<file path="config.mk">
export PLATFORM = sky130hd
export DESIGN_NAME = bcd_convert_ctrl
export DESIGN_NICKNAME = d
export VERILOG_FILES = /design/src/rtl/bcd_pkg.sv /design/src/rtl/bcd_add3_stage.sv /design/src/rtl/bcd_convert_ctrl.sv
export SDC_FILE = /design/constraint.sdc
export NUM_CORES = 1
export LEC_CHECK = 0
export ABC_AREA = 0
export BUFFER_PORTS_ARGS = -buffer_cell sky130_fd_sc_hd__buf_4
export CORE_MARGIN = 1.5
export CORE_UTILIZATION = 25
export CTS_BUF_LIST = sky130_fd_sc_hd__clkbuf_4 sky130_fd_sc_hd__clkbuf_8 sky130_fd_sc_hd__clkbuf_16
export DETAILED_ROUTE_END_ITERATION = 8
export PLACE_DENSITY = 0.48
export SLEW_MARGIN = 20
export SYNTH_ARGS = -nofsm -noshare
export SYNTH_HDL_FRONTEND = slang
export SYNTH_SLANG_ARGS = --single-unit
</file>
<file path="constraint.sdc">
create_clock -name clk -period 1.8 [get_ports clk]
set_input_delay 0 -clock clk [delete_from_list [all_inputs] [get_ports clk]]
set_output_delay 0 -clock clk [all_outputs]
set_load 0.05 [all_outputs]
</file>
<file path="src/rtl/bcd_pkg.sv">
// Shared types and sizing for the binary-to-BCD conversion controller.
package bcd_pkg;
    localparam int NDIG    = 8;
    localparam int ACC_DIG = 10;
    localparam int ITER    = 32;
    localparam int ACC_W   = ACC_DIG * 4;

    typedef enum logic [1:0] {
        IDLE  = 2'd0,
        SHIFT = 2'd1,
        DONE  = 2'd2
    } state_t;
endpackage

</file>
<file path="src/rtl/bcd_add3_stage.sv">
// Combinational double-dabble correction: every BCD digit >= 5 gets +3 before the shift.
module bcd_add3_stage
    import bcd_pkg::*;
(
    input  logic [ACC_W-1:0] i_acc,
    output logic [ACC_W-1:0] o_acc
);

    for (genvar g = 0; g < ACC_DIG; g++) begin : g_dig
        logic [3:0] w_dig;
        assign w_dig = i_acc[g*4 +: 4];
        assign o_acc[g*4 +: 4] = (w_dig >= 4'd5) ? (w_dig + 4'd3) : w_dig;
    end

endmodule

</file>
<file path="src/rtl/bcd_convert_ctrl.sv">
// Two-requester round-robin front end feeding a 32-iteration double-dabble converter.
//   state | meaning
//   IDLE  | arbitrate and accept one binary value
//   SHIFT | one add-3/shift iteration per cycle, 32 in total
//   DONE  | result held on out_* until the consumer takes it
module bcd_convert_ctrl
    import bcd_pkg::*;
#(
    parameter bit OVF_SAT = 1'b0
)
(
    input  logic        clk,
    input  logic        rst_n,
    input  logic        req0_valid,
    input  logic [31:0] req0_data,
    output logic        req0_ready,
    input  logic        req1_valid,
    input  logic [31:0] req1_data,
    output logic        req1_ready,
    output logic        out_valid,
    input  logic        out_ready,
    output logic [31:0] out_bcd,
    output logic        out_ovf,
    output logic        out_src
);

    state_t             r_state;
    logic [ACC_W-1:0]   r_acc;
    logic [31:0]        r_data;
    logic [5:0]         r_iter;
    logic               r_src;
    logic               r_last;

    logic               w_idle;
    logic               w_grant1;
    logic [ACC_W-1:0]   w_corr;
    logic [ACC_W-1:0]   w_next_acc;
    logic               w_next_ovf;
    logic               w_last_iter;

    // r_last = 1 means requester 1 was served last, so requester 0 wins a tie.
    assign w_idle     = (r_state == IDLE) && rst_n;
    assign w_grant1   = req1_valid && (!req0_valid || !r_last);
    assign req0_ready = w_idle && req0_valid && !w_grant1;
    assign req1_ready = w_idle && w_grant1;

    bcd_add3_stage u_add3 (
        .i_acc (r_acc),
        .o_acc (w_corr)
    );

    assign w_next_acc  = {w_corr[ACC_W-2:0], r_data[31]};
    assign w_next_ovf  = |w_next_acc[ACC_W-1:NDIG*4];
    assign w_last_iter = (r_iter == 6'(ITER - 1));

    always_ff @(posedge clk) begin
        if (!rst_n) begin
            r_state   <= IDLE;
            r_acc     <= '0;
            r_data    <= '0;
            r_iter    <= '0;
            r_src     <= 1'b0;
            r_last    <= 1'b1;
            out_valid <= 1'b0;
            out_bcd   <= '0;
            out_ovf   <= 1'b0;
            out_src   <= 1'b0;
        end else begin
            case (r_state)
                IDLE: begin
                    if (req0_ready || req1_ready) begin
                        r_data  <= req1_ready ? req1_data : req0_data;
                        r_src   <= req1_ready;
                        r_last  <= req1_ready;
                        r_acc   <= '0;
                        r_iter  <= '0;
                        r_state <= SHIFT;
                    end
                end
                SHIFT: begin
                    r_acc  <= w_next_acc;
                    r_data <= {r_data[30:0], 1'b0};
                    r_iter <= r_iter + 6'd1;
                    // Outputs are taken from the final iteration's value so they are registered on DONE entry.
                    if (w_last_iter) begin
                        r_state   <= DONE;
                        out_valid <= 1'b1;
                        out_ovf   <= w_next_ovf;
                        out_bcd   <= (OVF_SAT && w_next_ovf) ? 32'h9999_9999 : w_next_acc[31:0];
                        out_src   <= r_src;
                    end
                end
                DONE: begin
                    if (out_ready) begin
                        out_valid <= 1'b0;
                        r_state   <= IDLE;
                    end
                end
                default: r_state <= IDLE;
            endcase
        end
    end

endmodule

</file>
-- After elaboration in Yosys (flattened, before gate mapping)
Cells that the tools add are included.
W data, S select, Z words.
- equality and inequality tests: 6
- add/sub/neg operators: 11
- multiplexer cells: 24
- order comparisons: 10
- reduce and logical (&&, ||, !) cells: 19
- operators by type and width (operator ; number):
    $pmux W40 S2 ; 1
    $mux W32 ; 2
    $pmux W32 S2 ; 1
    $ge A4 B3 Y1 const B ; 10
    $mux W40 ; 1
    $add A4 B2 Y4 const B ; 9
    $mux W4 ; 9
    $pmux W6 S2 ; 1
    $reduce_or A8 Y1 ; 1
    $add A6 B1 Y6 const B ; 1
    $eq A6 B5 Y1 const B ; 1
    $mux W2 ; 3
    $mux W6 ; 1
    $pmux W2 S3 ; 1
    $reduce_and A2 Y1 ; 3
    $reduce_and A3 Y1 ; 2
    $logic_and A1 B1 Y1 ; 5
    $ne A2 B2 Y1 const B ; 2
    $reduce_bool A2 Y1 ; 2
    $add A3 B2 Y3 const B ; 1
    $logic_not A1 Y1 ; 3
    $mux W3 ; 1
    $eq A2 B1 Y1 const B ; 1
    $eq A2 B2 Y1 const B ; 1
    other kinds (5) ; 7
- logic and storage cells: 80
- output and inout bits: 37
- register bits: 117
- input bits: 69

-- Longest topological paths before layout
Gate-level depths: netlist (run 1).
- depth after elaboration: 8
- depth in mapped cells: 8
- depth with buffers taken out: 7

-- Modules after synthesis
A second synthesis (run 1) with hierarchy kept.
- cells, all modules: 786
- area, all modules: 6364.9 um2
- by module, submodules not included (module ; times used ; sequential area each (um2) ; area an instance (um2) ; cells an instance):
    bcd_convert_ctrl ; 1 ; 2342.2 ; 5351.4 ; 626
    bcd_add3_stage ; 1 ; 0.0 ; 1013.5 ; 160

-- Least setup slack after synthesis (run 1)
OpenSTA, ideal clock, no wires.
- path kind: reg-to-reg
- start point: reg r_iter[0]
- end point: reg out_bcd[18]
- arrival: 1.515 ns
- library setup time: 0.115 ns
- path slack: 0.170 ns
- clock period less this slack: 1.630 ns
- cell stages (with the launch flop): 8
- path buffers: 2
- required time: 1.685 ns
- cell sequence: dfxtp_1 > ha_1 > nand4_1 > or2_1 > clkbuf_1 > buf_2 > and2_0 > o21a_1
- word-level cells in the longest chain between the ends: 2
- RTL lines (element ; line ; RTL):
    from (decl) ; bcd_convert_ctrl.sv:30 ; logic [5:0] r_iter;
    from (signal assigned) ; bcd_convert_ctrl.sv:83 ; r_iter <= r_iter + 6'd1;
    $eq A6 B5 Y1 ; bcd_convert_ctrl.sv:54 ; assign w_last_iter = (r_iter == 6'(ITER - 1));
    $reduce_and A2 Y1 (no source line) ; - ;
    to (signal assigned) ; bcd_convert_ctrl.sv:89 ; out_bcd <= (OVF_SAT && w_next_ovf) ? 32'h9999_9999 : w_next_acc[31:0];
    to (decl) ; bcd_convert_ctrl.sv:22 ; output logic [31:0] out_bcd,
No other way between the ends.
A chain may end at the register's enable or synchronous reset.

-- Final worst setup path (run 1)
- start point: reg r_state[0]
- end point: out req1_ready
- word-level cells in the longest chain between the ends: 3
- RTL lines (element ; line ; RTL):
    from (decl) ; bcd_convert_ctrl.sv:27 ; state_t r_state;
    from (signal assigned) ; bcd_convert_ctrl.sv:58 ; r_state <= IDLE;
    from (signal assigned) ; bcd_convert_ctrl.sv:77 ; r_state <= SHIFT;
    from (signal assigned) ; bcd_convert_ctrl.sv:86 ; r_state <= DONE;
    $logic_not A2 Y1 ; bcd_convert_ctrl.sv:42 ; assign w_idle = (r_state == IDLE) && rst_n;
    $logic_and A1 B1 Y1 ; bcd_convert_ctrl.sv:42 ;
    $logic_and A1 B1 Y1 ; bcd_convert_ctrl.sv:45 ; assign req1_ready = w_idle && w_grant1;
    to (decl) ; bcd_convert_ctrl.sv:19 ; output logic req1_ready,
No other way between the ends.

==> results of run 1 <==
## routing by layer
metal,track usage,share of wire,up-vias
li1,-,-,2818
met3,0.0326,0.050,16
met5,0,0,-
met2,0.216,0.45,137
met4,0.0418,0.012,0
met1,0.177,0.49,2524
## synth_stat cells (2+ instances only)
cell type  count
buf_1          9
mux2i_1        4
nor2_1        13
xnor2_1       11
a31oi_1        2
nor3b_1       19
buf_2         12
buf_4          4
nand3_1       47
nand2b_1      14
a21boi_0      38
a21oi_1       61
and3_1         3
a22o_1        31
mux2_2         7
ha_1          21
o21ai_0       44
dfxtp_1      117
and2_1        20
buf_6          4
nor3_1        11
and2_0         6
o211a_1       15
o21a_1        38
clkbuf_1      23
nand4_1        2
nand2_1      122
inv_1         20
nor2b_1        3
## worst max-delay path: cells and delay by family, from the launching register on
family	cells	cell delay, ns
DFF	1	0.31
buffers and inverters	3	0.53
and+or+nand+nor	2	0.46
## repair_timing
item                       in CTS  in global routing
hold endpoints to repair       21                  0
gates resized for setup         0                 12
hold buffers                   34                  0
setup endpoints to repair       0                 16
buffers inserted                0                  3
## kinds of logic (layout without fill, tap and decap cells)
logic type               count (synthesis)  count (layout)  share of synthesized area
flip-flops                             117             117                      0.390
AND/OR/NAND/NOR                        265             265                      0.214
AO/OA/AOI/OAI                          233             233                      0.260
multiplexers                            11              11                     0.0198
XOR/XNOR                                11              11                     0.0160
adder cells (fa/ha/maj)                 21              21                     0.0437
buffers and inverters                   74             216                     0.0564
## cell type report
type,instances,area [um^2]
tap,319,399
sequential,117,2340
timing repair buffer,163,1430
clock inverter,9,100
clock buffer,23,495
inverter,21,78.8
fill,2493,15300
multi-input combinational,541,3390
## sequential cells by signal, summed over array words and instances (netlist names)
| signal | cells |
|---|---|
| out_src | 1 |
| r_data | 32 |
| r_src | 1 |
| out_valid | 1 |
| r_last | 1 |
| r_acc | 40 |
| out_bcd | 32 |
| r_state | 2 |
| out_ovf | 1 |
| r_iter | 6 |
## final timing paths
check,cells past startpoint,end,startpoint,slack [ns]
worst max-delay path,5,req1_ready,r_state[0],0.09
worst max register to register,7,r_acc[2],r_acc[1],0.13
worst min-delay path,4,r_data[4],req1_data[4],0.002
worst min register to register,2,out_bcd[17],out_bcd[17],0.46
## report_power, final
| group | leakage [nW] | total (mW) | internal [mW] | switching [mW] |
|---|---|---|---|---|
| sequential | 0.948 | 2.69 | 2.65 | 0.0353 |
| clock | 0.296 | 3.41 | 2.20 | 1.21 |
| combinational | 2.10 | 0.691 | 0.334 | 0.357 |
| total | 3.35 | 6.79 | 5.19 | 1.60 |
## per-stage QoR
step / setup WS [ns] / hold slack, ns / total power, mW / instance area, um^2
global placement: 0.115 / 0.313 / 3.37 / 7240
global route: 0.00265 / 0.0200 / 7.10 / 8240
CTS: 0.0232 / 0.00179 / 6.88 / 8180
finish: 0.0859 / 0.00193 / 6.79 / 8240
floorplan: 0.170 / 0.186 / 3.12 / 6010
detailed placement: 0.115 / 0.314 / 3.37 / 7240
==> flow_metrics.env, run 1 <==
export IMPL_outcome="finished clean"
export IMPL_hold_viol=0
export IMPL_core_area_um2=23500
export IMPL_slowest_delay_ns=0.31
export IMPL_ys_warn_count=0
export IMPL_setup_violations_final=0
export IMPL_synth_area_per_cell_um2=8.21
export IMPL_grt_overflow_total=0
export IMPL_io_pins=106
export IMPL_dp_hpwl_um=9700
export IMPL_grt_pass1_vias=5330
export IMPL_die_h_um=158
export IMPL_instances_no_fill=1193
export IMPL_drt_iter0_drc=237
export IMPL_wl_um=15800
export IMPL_power_density_nw_per_um2=824
export IMPL_n_antenna_cell=0
export IMPL_period_minus_slack_ns=1.71
export IMPL_dp_cells=1124
export IMPL_critPathRequiredTime_ns=1.80
export IMPL_power_leakage_nw=3.35
export IMPL_clkSinkCount=117
export IMPL_synth_cells=732
export IMPL_cts_root_buf="clkbuf_16"
export IMPL_gp_congestion=0.736
export IMPL_synth_area_um2=6010
export IMPL_rows=56
export IMPL_synth_top_area_frac=0.390
export IMPL_drc=0
export IMPL_crit_fanout=16
export IMPL_clkTransAtPathRegs_ns=0.05
export IMPL_nets=951
export IMPL_worstMarginPinSlew_ns=0.463
export IMPL_layout_drive_gt1_share=0.214
export IMPL_drv_cap=0
export IMPL_h_tree_depth=4
export IMPL_via_per_inst=4.61
export IMPL_initial_core_util=0.255
export IMPL_grt_max_degree=118
export IMPL_port_buffer_count=105
export IMPL_yosysSeqAreaShare=0.390
export IMPL_synthFlopType="dfxtp_1"
export IMPL_antenna_found_initial=0
export IMPL_worstSetupEndpointType="primary output"
export IMPL_slowest_stage="dfxtp_1"
export IMPL_synth_cell_type_count=40
export IMPL_wire_per_inst_um=13.2
export IMPL_slew_limit_headroom=0.691
export IMPL_cts_made_buffers=17
export IMPL_utilization=0.350
export IMPL_synth_seq_cells=117
export IMPL_synth_area_leaders="dfxtp_1 39%, nand2_1 7.6%, a21oi_1 5.1%"
export IMPL_track_usage=0.135
export IMPL_crit_chain="nor3b_2 > nand3_1 > inv_2 > buf_12 > buf_4"
export IMPL_min_path_type="in -> reg"
export IMPL_worst_skew_pair_late_latency_ns=0.41
export IMPL_fmax_ghz=0.583
export IMPL_die_w_um=158
export IMPL_final_common_cell="nand2_1"
export IMPL_layout_common_cells="122 x nand2_1, 119 x buf_4, 115 x dfxtp_1, 53 x a21oi_1, 47 x nand3_1"
export IMPL_postRouteAntennaNets=0
export IMPL_post_synth_top_area_cell="dfxtp_1"
export IMPL_finalSetupTns_ns=0
export IMPL_dieArea_um2=25000
export IMPL_synth_enable_flop_cells=0
export IMPL_period_share=0.952
export IMPL_syn_nets=822
export IMPL_ir_drop_uv=512
export IMPL_skew_ns=0.00927
export IMPL_slew_viol_final=0
export IMPL_grt_pass1_wl_um=26600
export IMPL_cts_tree="yes"
export IMPL_async_flop_share=0
export IMPL_vias=5495
export IMPL_worstSetupPathType="reg -> out"
export IMPL_dr_pass1_iters=4
export IMPL_rsz0062_at_grt="false"
export IMPL_cts_buffer_depth=2
export IMPL_worstPathArrival_ns=1.71
export IMPL_syn2layout_area_growth_pct=37.1
export IMPL_startpoint_type="register"
Note: power is estimated with default switching activity, not from simulation.
==> run 2, diff against run 1 <==
--- a/config.mk
+++ b/config.mk
@@ -8,10 +8,11 @@
 export ABC_AREA = 0
 export BUFFER_PORTS_ARGS = -buffer_cell sky130_fd_sc_hd__buf_4
 export CORE_MARGIN = 1.5
-export CORE_UTILIZATION = 25
+export CORE_UTILIZATION = 56
 export CTS_BUF_LIST = sky130_fd_sc_hd__clkbuf_4 sky130_fd_sc_hd__clkbuf_8 sky130_fd_sc_hd__clkbuf_16
 export DETAILED_ROUTE_END_ITERATION = 8
-export PLACE_DENSITY = 0.48
+export MAX_ROUTING_LAYER = met4
+export PLACE_DENSITY = 0.86
 export SLEW_MARGIN = 20
 export SYNTH_ARGS = -nofsm -noshare
 export SYNTH_HDL_FRONTEND = slang
==> run 2 against run 1 <==
  * The run now ends with setup timing left
  * First-iteration DRC count rose to 3.6 times the previous value
  * Via count rose by 19%
  * Fmax fell by 5.5%
  * Critical path type is now reg -> reg
  * Highest routed layer unchanged
  * Worst setup slack got worse by 0.10 ns
==> flow_metrics.env, run 2 (synthesis gave the netlist of run 1 again) <==
export IMPL_die_h_um=107
export IMPL_worstMarginPinSlew_ns=1.08
export IMPL_seqCellArea_um2=2340
export IMPL_instances_no_fill=1045
export IMPL_dp_hpwl_um=9600
export IMPL_fmax_ghz=0.551
export IMPL_via_per_inst=6.24
export IMPL_crit_chain="inv_1 > ha_1 > nand2b_1 > a21oi_2 > mux2_2 > o21ai_0 > and2_1"
export IMPL_p_clk_frac=0.509
export IMPL_antenna_found_initial=0
export IMPL_multi_input_area_um2=3460
export IMPL_clkSinkCount=117
export IMPL_final_common_cell="buf_4"
export IMPL_cp_top_family="compound AO/OA/AOI/OAI gates"
export IMPL_critPathRequiredTime_ns=2.26
export IMPL_gp_congestion=0.832
export IMPL_cts_tree="yes"
export IMPL_largest_reg_flops=40
export IMPL_worstPathArrival_ns=2.27
export IMPL_slew_viol_final=0
export IMPL_power_density_nw_per_um2=848
export IMPL_power_mw=7.12
export IMPL_initial_core_util=0.579
export IMPL_period_share=1.01
export IMPL_clkTransAtPathRegs_ns=0.06
export IMPL_rows=37
export IMPL_reg_largest_list="r_acc (40), out_bcd (32), r_data (32)"
export IMPL_syn2layout_area_growth_pct=39.8
export IMPL_dp_cells=941
export IMPL_pwr_share_comb=0.111
export IMPL_fill_cells=548
export IMPL_dr_pass1_iters=6
export IMPL_dieArea_um2=11400
export IMPL_max_flop_register="r_acc"
export IMPL_slowest_delay_ns=0.38
export IMPL_worstSetupEndpointType="register"
export IMPL_grt_pass1_vias=6462
export IMPL_power_leakage_nw=3.47
export IMPL_startpoint_type="register"
export IMPL_internal_power_mw=5.41
export IMPL_violations="setup timing"
export IMPL_drv_cap=0
export IMPL_outcome="finished, violations left"
export IMPL_r2r_end="r_acc[6]"
export IMPL_die_w_um=107
export IMPL_crit_fanout=3
export IMPL_r2r_start="r_acc[5]"
export IMPL_wl_um=20300
export IMPL_nets=987
export IMPL_worst_path_stages=7
export IMPL_cts_root_buf="clkbuf_8"
export IMPL_worstSetupStartpoint="r_acc[5]"
export IMPL_skew_ns=0.00756
export IMPL_crit_end="r_acc[6]"
export IMPL_r2r_cells=7
export IMPL_port_buffer_count=105
export IMPL_worst_skew_pair_late_latency_ns=0.52
export IMPL_sw_frac_of_total=0.241
export IMPL_p_seq_frac=0.380
export IMPL_setup_violations_final=1
export IMPL_worstSetupPathType="reg -> reg"
export IMPL_utilization=0.810
export IMPL_io_pins=106
export IMPL_postRouteAntennaNets=0
export IMPL_ir_drop_uv=727
export IMPL_hold_viol=0
export IMPL_layout_common_cells="126 x buf_4, 122 x nand2_1, 115 x dfxtp_1, 67 x dlygate4sd3_1, 51 x a21oi_1"
export IMPL_grt_overflow_total=0
export IMPL_grt_pass1_wl_um=30800
export IMPL_period_minus_slack_ns=1.81
export IMPL_p_switching_mw=1.71
export IMPL_cts_buffer_depth=2
export IMPL_slowest_stage="mux2_2"
export IMPL_min_path_type="in -> reg"
export IMPL_vias=6524
export IMPL_track_usage=0.350
export IMPL_n_antenna_cell=0
export IMPL_h_tree_depth=4
export IMPL_layout_drive_gt1_share=0.223
export IMPL_slew_limit_headroom=0.282
export IMPL_core_area_um2=10400
export IMPL_cts_made_buffers=17
export IMPL_grt_max_degree=118
export IMPL_wire_per_inst_um=19.4
export IMPL_fin_ws_ns=-0.0142
export IMPL_drt_iter0_drc=848
export IMPL_drc=0
export IMPL_cp_buffers_inverters=1
export IMPL_r2r_setup_slack_ns=-0.01
-- run 2: cell types whose count changed in the layout (fill, tap and decap cells not counted), moves of 3 or more --
cell,change
buf_12,-6
buf_4,+7
bufinv_16,+3
clkbuf_8,-3
dlygate4sd3_1,+33
ha_1,-7
ha_2,+5
o21ai_0,-4
o21ai_1,+4
-- run 2: layer usage --
| metal | vias up | part of all wire | GRT usage |
|---|---|---|---|
| met3 | 113 | 0.076 | 0.0687 |
| li1 | 2888 | - | - |
| met4 | 0 | 0.060 | 0.196 |
| met2 | 433 | 0.51 | 0.622 |
| met1 | 3090 | 0.36 | 0.362 |
| met5 | - | 0 | - |
-- run 2: layout make-up --
| cell class | count | area share |
|---|---|---|
| Multi-Input combinational cell | 541 | 0.412 |
| Tap cell | 136 | 0.0203 |
| Clock buffer | 17 | 0.0493 |
| Inverter | 21 | 0.00938 |
| Sequential cell | 117 | 0.279 |
| Clock inverter | 14 | 0.0249 |
| Timing Repair Buffer | 199 | 0.205 |
-- run 2: worst min-delay path by stage --
stage                             to  depth (start not counted)  slack, ns        from
after floorplan                r_src                          3       0.19  req0_valid
after global placement     out_valid                          4       0.30   out_ready
after detailed placement   out_valid                          4       0.31   out_ready
after CTS                      r_src                          5       0.27       rst_n
after global routing      r_state[0]                          4       0.32       rst_n
final                     r_state[0]                          4       0.27       rst_n
-- run 2: per-stage QoR --
stage / hold WS, ns / setup TNS, ns / worst slack [ns] / area, um^2
3_5_place_dp: 0.312 / -0.262 / -0.0472 / 6940
5_1_grt: 0.321 / -0.241 / -0.112 / 8400
2_1_floorplan: 0.186 / 0 / 0.170 / 6010
4_1_cts: 0.275 / 0 / 0.00524 / 8270
6_report: 0.266 / -0.0142 / -0.0142 / 8400
3_3_place_gp: 0.301 / 0 / 0.0709 / 6940
-- run 2: power groups by stage --
| stage | clock, mW | sequential [mW] | combinational (mW) |
|---|---|---|---|
| detailed placement | 0 | 2.75 | 0.586 |
| CTS | 3.59 | 2.69 | 0.721 |
| finish | 3.62 | 2.71 | 0.791 |
| global route | 3.73 | 2.71 | 0.834 |
| floorplan | 0 | 2.73 | 0.383 |
| global placement | 0 | 2.74 | 0.568 |
-- run 2: worst min-delay path: stages --
cell and delay, ns:
buf_4 0.11, buf_4 0.38, nand2b_1 0.19, a21oi_1 0.04
-- run 2: what timing repair did --
action	4_1_cts	5_1_grt
hold endpoints to repair	36	0
setup buffers	3	3
setup endpoints to repair	44	39
pin swaps	1	7
gates resized for setup	5	31
hold buffers	67	0
==> run 3, diff against run 2 <==
--- a/config.mk
+++ b/config.mk
@@ -8,11 +8,12 @@
 export ABC_AREA = 0
 export BUFFER_PORTS_ARGS = -buffer_cell sky130_fd_sc_hd__buf_4
 export CORE_MARGIN = 1.5
-export CORE_UTILIZATION = 56
+export CORE_UTILIZATION = 45
 export CTS_BUF_LIST = sky130_fd_sc_hd__clkbuf_4 sky130_fd_sc_hd__clkbuf_8 sky130_fd_sc_hd__clkbuf_16
+export CTS_CLUSTER_SIZE = 12
 export DETAILED_ROUTE_END_ITERATION = 8
 export MAX_ROUTING_LAYER = met4
-export PLACE_DENSITY = 0.86
+export PLACE_DENSITY = 0.72
 export SLEW_MARGIN = 20
 export SYNTH_ARGS = -nofsm -noshare
 export SYNTH_HDL_FRONTEND = slang
==> run 3 against run 2 <==
  * Fmax rose by 6.5%
  * Clock skew barely moved
  * Non-clock buffer count fell by 32
  * The run now ends clean
  * Core utilization fell by 19 points
  * Worst setup slack improved by 0.11 ns
  * Power rose by 0.17%
  * Final cell count rose by 0.86%
  * Wire length fell by 26%
  * Die area rose by 24%
  * Highest routed layer unchanged
==> flow_metrics.env, run 3 (synthesis gave the netlist of run 1 again) <==
export IMPL_setup_violations_final=0
export IMPL_postRouteAntennaNets=0
export IMPL_met3_length_um=750
export IMPL_drt_iter0_drc=393
export IMPL_fmax_ghz=0.587
export IMPL_gp_congestion=0.819
export IMPL_drv_cap=0
export IMPL_final_common_cell="nand2_1"
export IMPL_die_h_um=119
export IMPL_worst_skew_pair_late_latency_ns=0.41
export IMPL_reg_largest_list="r_acc (40), out_bcd (32), r_data (32)"
export IMPL_cts_root_buf="clkbuf_16"
export IMPL_clkTransAtPathRegs_ns=0.05
export IMPL_worstMarginPinSlew_ns=1.07
export IMPL_largest_reg_flops=40
export IMPL_h_tree_depth=4
export IMPL_outcome="finished clean"
export IMPL_skew_ns=0.00785
export IMPL_finalSetupTns_ns=0
export IMPL_io_pins=106
export IMPL_antenna_found_initial=0
export IMPL_wl_met1_um=6490
export IMPL_grt_pass1_wl_um=25200
export IMPL_dieArea_um2=14100
export IMPL_wl_um=15100
export IMPL_clkSinkCount=117
export IMPL_r2r_setup_slack_ns=0.1
export IMPL_die_w_um=119
export IMPL_layout_common_cells="122 x nand2_1, 119 x buf_4, 116 x dfxtp_1, 54 x a21oi_1, 46 x nand3_1"
export IMPL_port_buffer_count=105
export IMPL_cts_made_buffers=17
export IMPL_slew_limit_headroom=0.290
export IMPL_drc=0
export IMPL_worstSetupEndpointType="register"
export IMPL_utilization=0.621
export IMPL_core_area_um2=13100
export IMPL_power_leakage_nw=3.36
export IMPL_fill_cells=1105
export IMPL_power_density_nw_per_um2=874
export IMPL_max_flop_register="r_acc"
export IMPL_via_per_inst=5.38
export IMPL_vias=5668
export IMPL_hold_worst_slack_ns=0.00480
export IMPL_crit_fanout=3
export IMPL_period_minus_slack_ns=1.70
export IMPL_slew_viol_final=0
export IMPL_initial_core_util=0.457
export IMPL_cts_buffer_depth=2
export IMPL_startpoint_type="register"
export IMPL_rows=42
export IMPL_dr_pass1_iters=5
export IMPL_ir_drop_uv=667
export IMPL_layout_drive_gt1_share=0.218
export IMPL_min_path_type="in -> reg"
export IMPL_dp_hpwl_um=9350
export IMPL_track_usage=0.225
export IMPL_cts_tree="yes"
export IMPL_wl_met2_um=7720
export IMPL_nets=955
export IMPL_dr_max_layer_used="met4"
export IMPL_worstPathArrival_ns=2.05
export IMPL_hold_viol=0
export IMPL_critPathRequiredTime_ns=2.14
export IMPL_grt_max_degree=118
export IMPL_wire_per_inst_um=14.4
export IMPL_grt_overflow_total=0
export IMPL_period_share=0.946
export IMPL_syn2layout_area_growth_pct=35.9
export IMPL_grt_pass1_vias=5639
export IMPL_worstSetupPathType="reg -> reg"
export IMPL_n_antenna_cell=0
-- run 3: area by class of cell --
class | count | area (um^2) | area share
clock buffer | 24 | 497 | 0.0609
clock inverter | 8 | 170 | 0.0208
inverter | 21 | 78.8 | 0.00966
multi-input combinational | 541 | 3420 | 0.419
sequential | 117 | 2340 | 0.287
tap | 176 | 220 | 0.0270
timing repair buffer | 167 | 1440 | 0.176
-- run 3: final timing paths --
check | startpoint | to | depth (start not counted)
hold reg to reg | out_bcd[9] | out_bcd[9] | 2
hold / removal | req0_data[14] | r_data[14] | 4
setup / recovery | r_acc[9] | r_acc[10] | 7
setup reg to reg | r_acc[9] | r_acc[10] | 7
-- run 3: worst max-delay path: stages (launching register included) --
cell and delay (ns):
dfxtp_1 0.36, inv_1 0.09, ha_1 0.19, nand2b_1 0.18, a21oi_2 0.19, mux2_2 0.37
o21ai_0 0.13, and2_1 0.13
-- run 3: repair_timing --
| action | in CTS | in global routing |
|---|---|---|
| hold buffers | 41 | 0 |
| endpoints found under the hold margin | 27 | 0 |
| pin swaps | 0 | 6 |
| setup buffers | 0 | 3 |
| endpoints found under the setup margin | 3 | 16 |
| resized for setup | 3 | 21 |
-- run 3: metal layers --
layer,global-route usage,up-vias
met5,-,-
met1,0.257,2663
met2,0.395,167
met4,0.0670,0
met3,0.0487,18
li1,-,2820
-- run 3: report_power, final --
group | internal, mW | leakage (nW) | total, mW | switching [mW]
logic | 0.339 | 2.09 | 0.687 | 0.348
registers | 2.66 | 0.948 | 2.69 | 0.0377
clock network | 2.62 | 0.324 | 3.75 | 1.13
-- run 3: per-stage QoR --
stage | worst slack, ns | total power, mW | area (um^2) | cells
after floorplan | 0.170 | 3.12 | 6010 | 732
after global placement | 0.116 | 3.33 | 6990 | 978
after detailed placement | -0.0436 | 3.35 | 6990 | 978
after CTS | 0.00264 | 7.16 | 8080 | 1051
after global routing | -0.0321 | 7.37 | 8160 | 1054
final | 0.0968 | 7.13 | 8160 | 1054
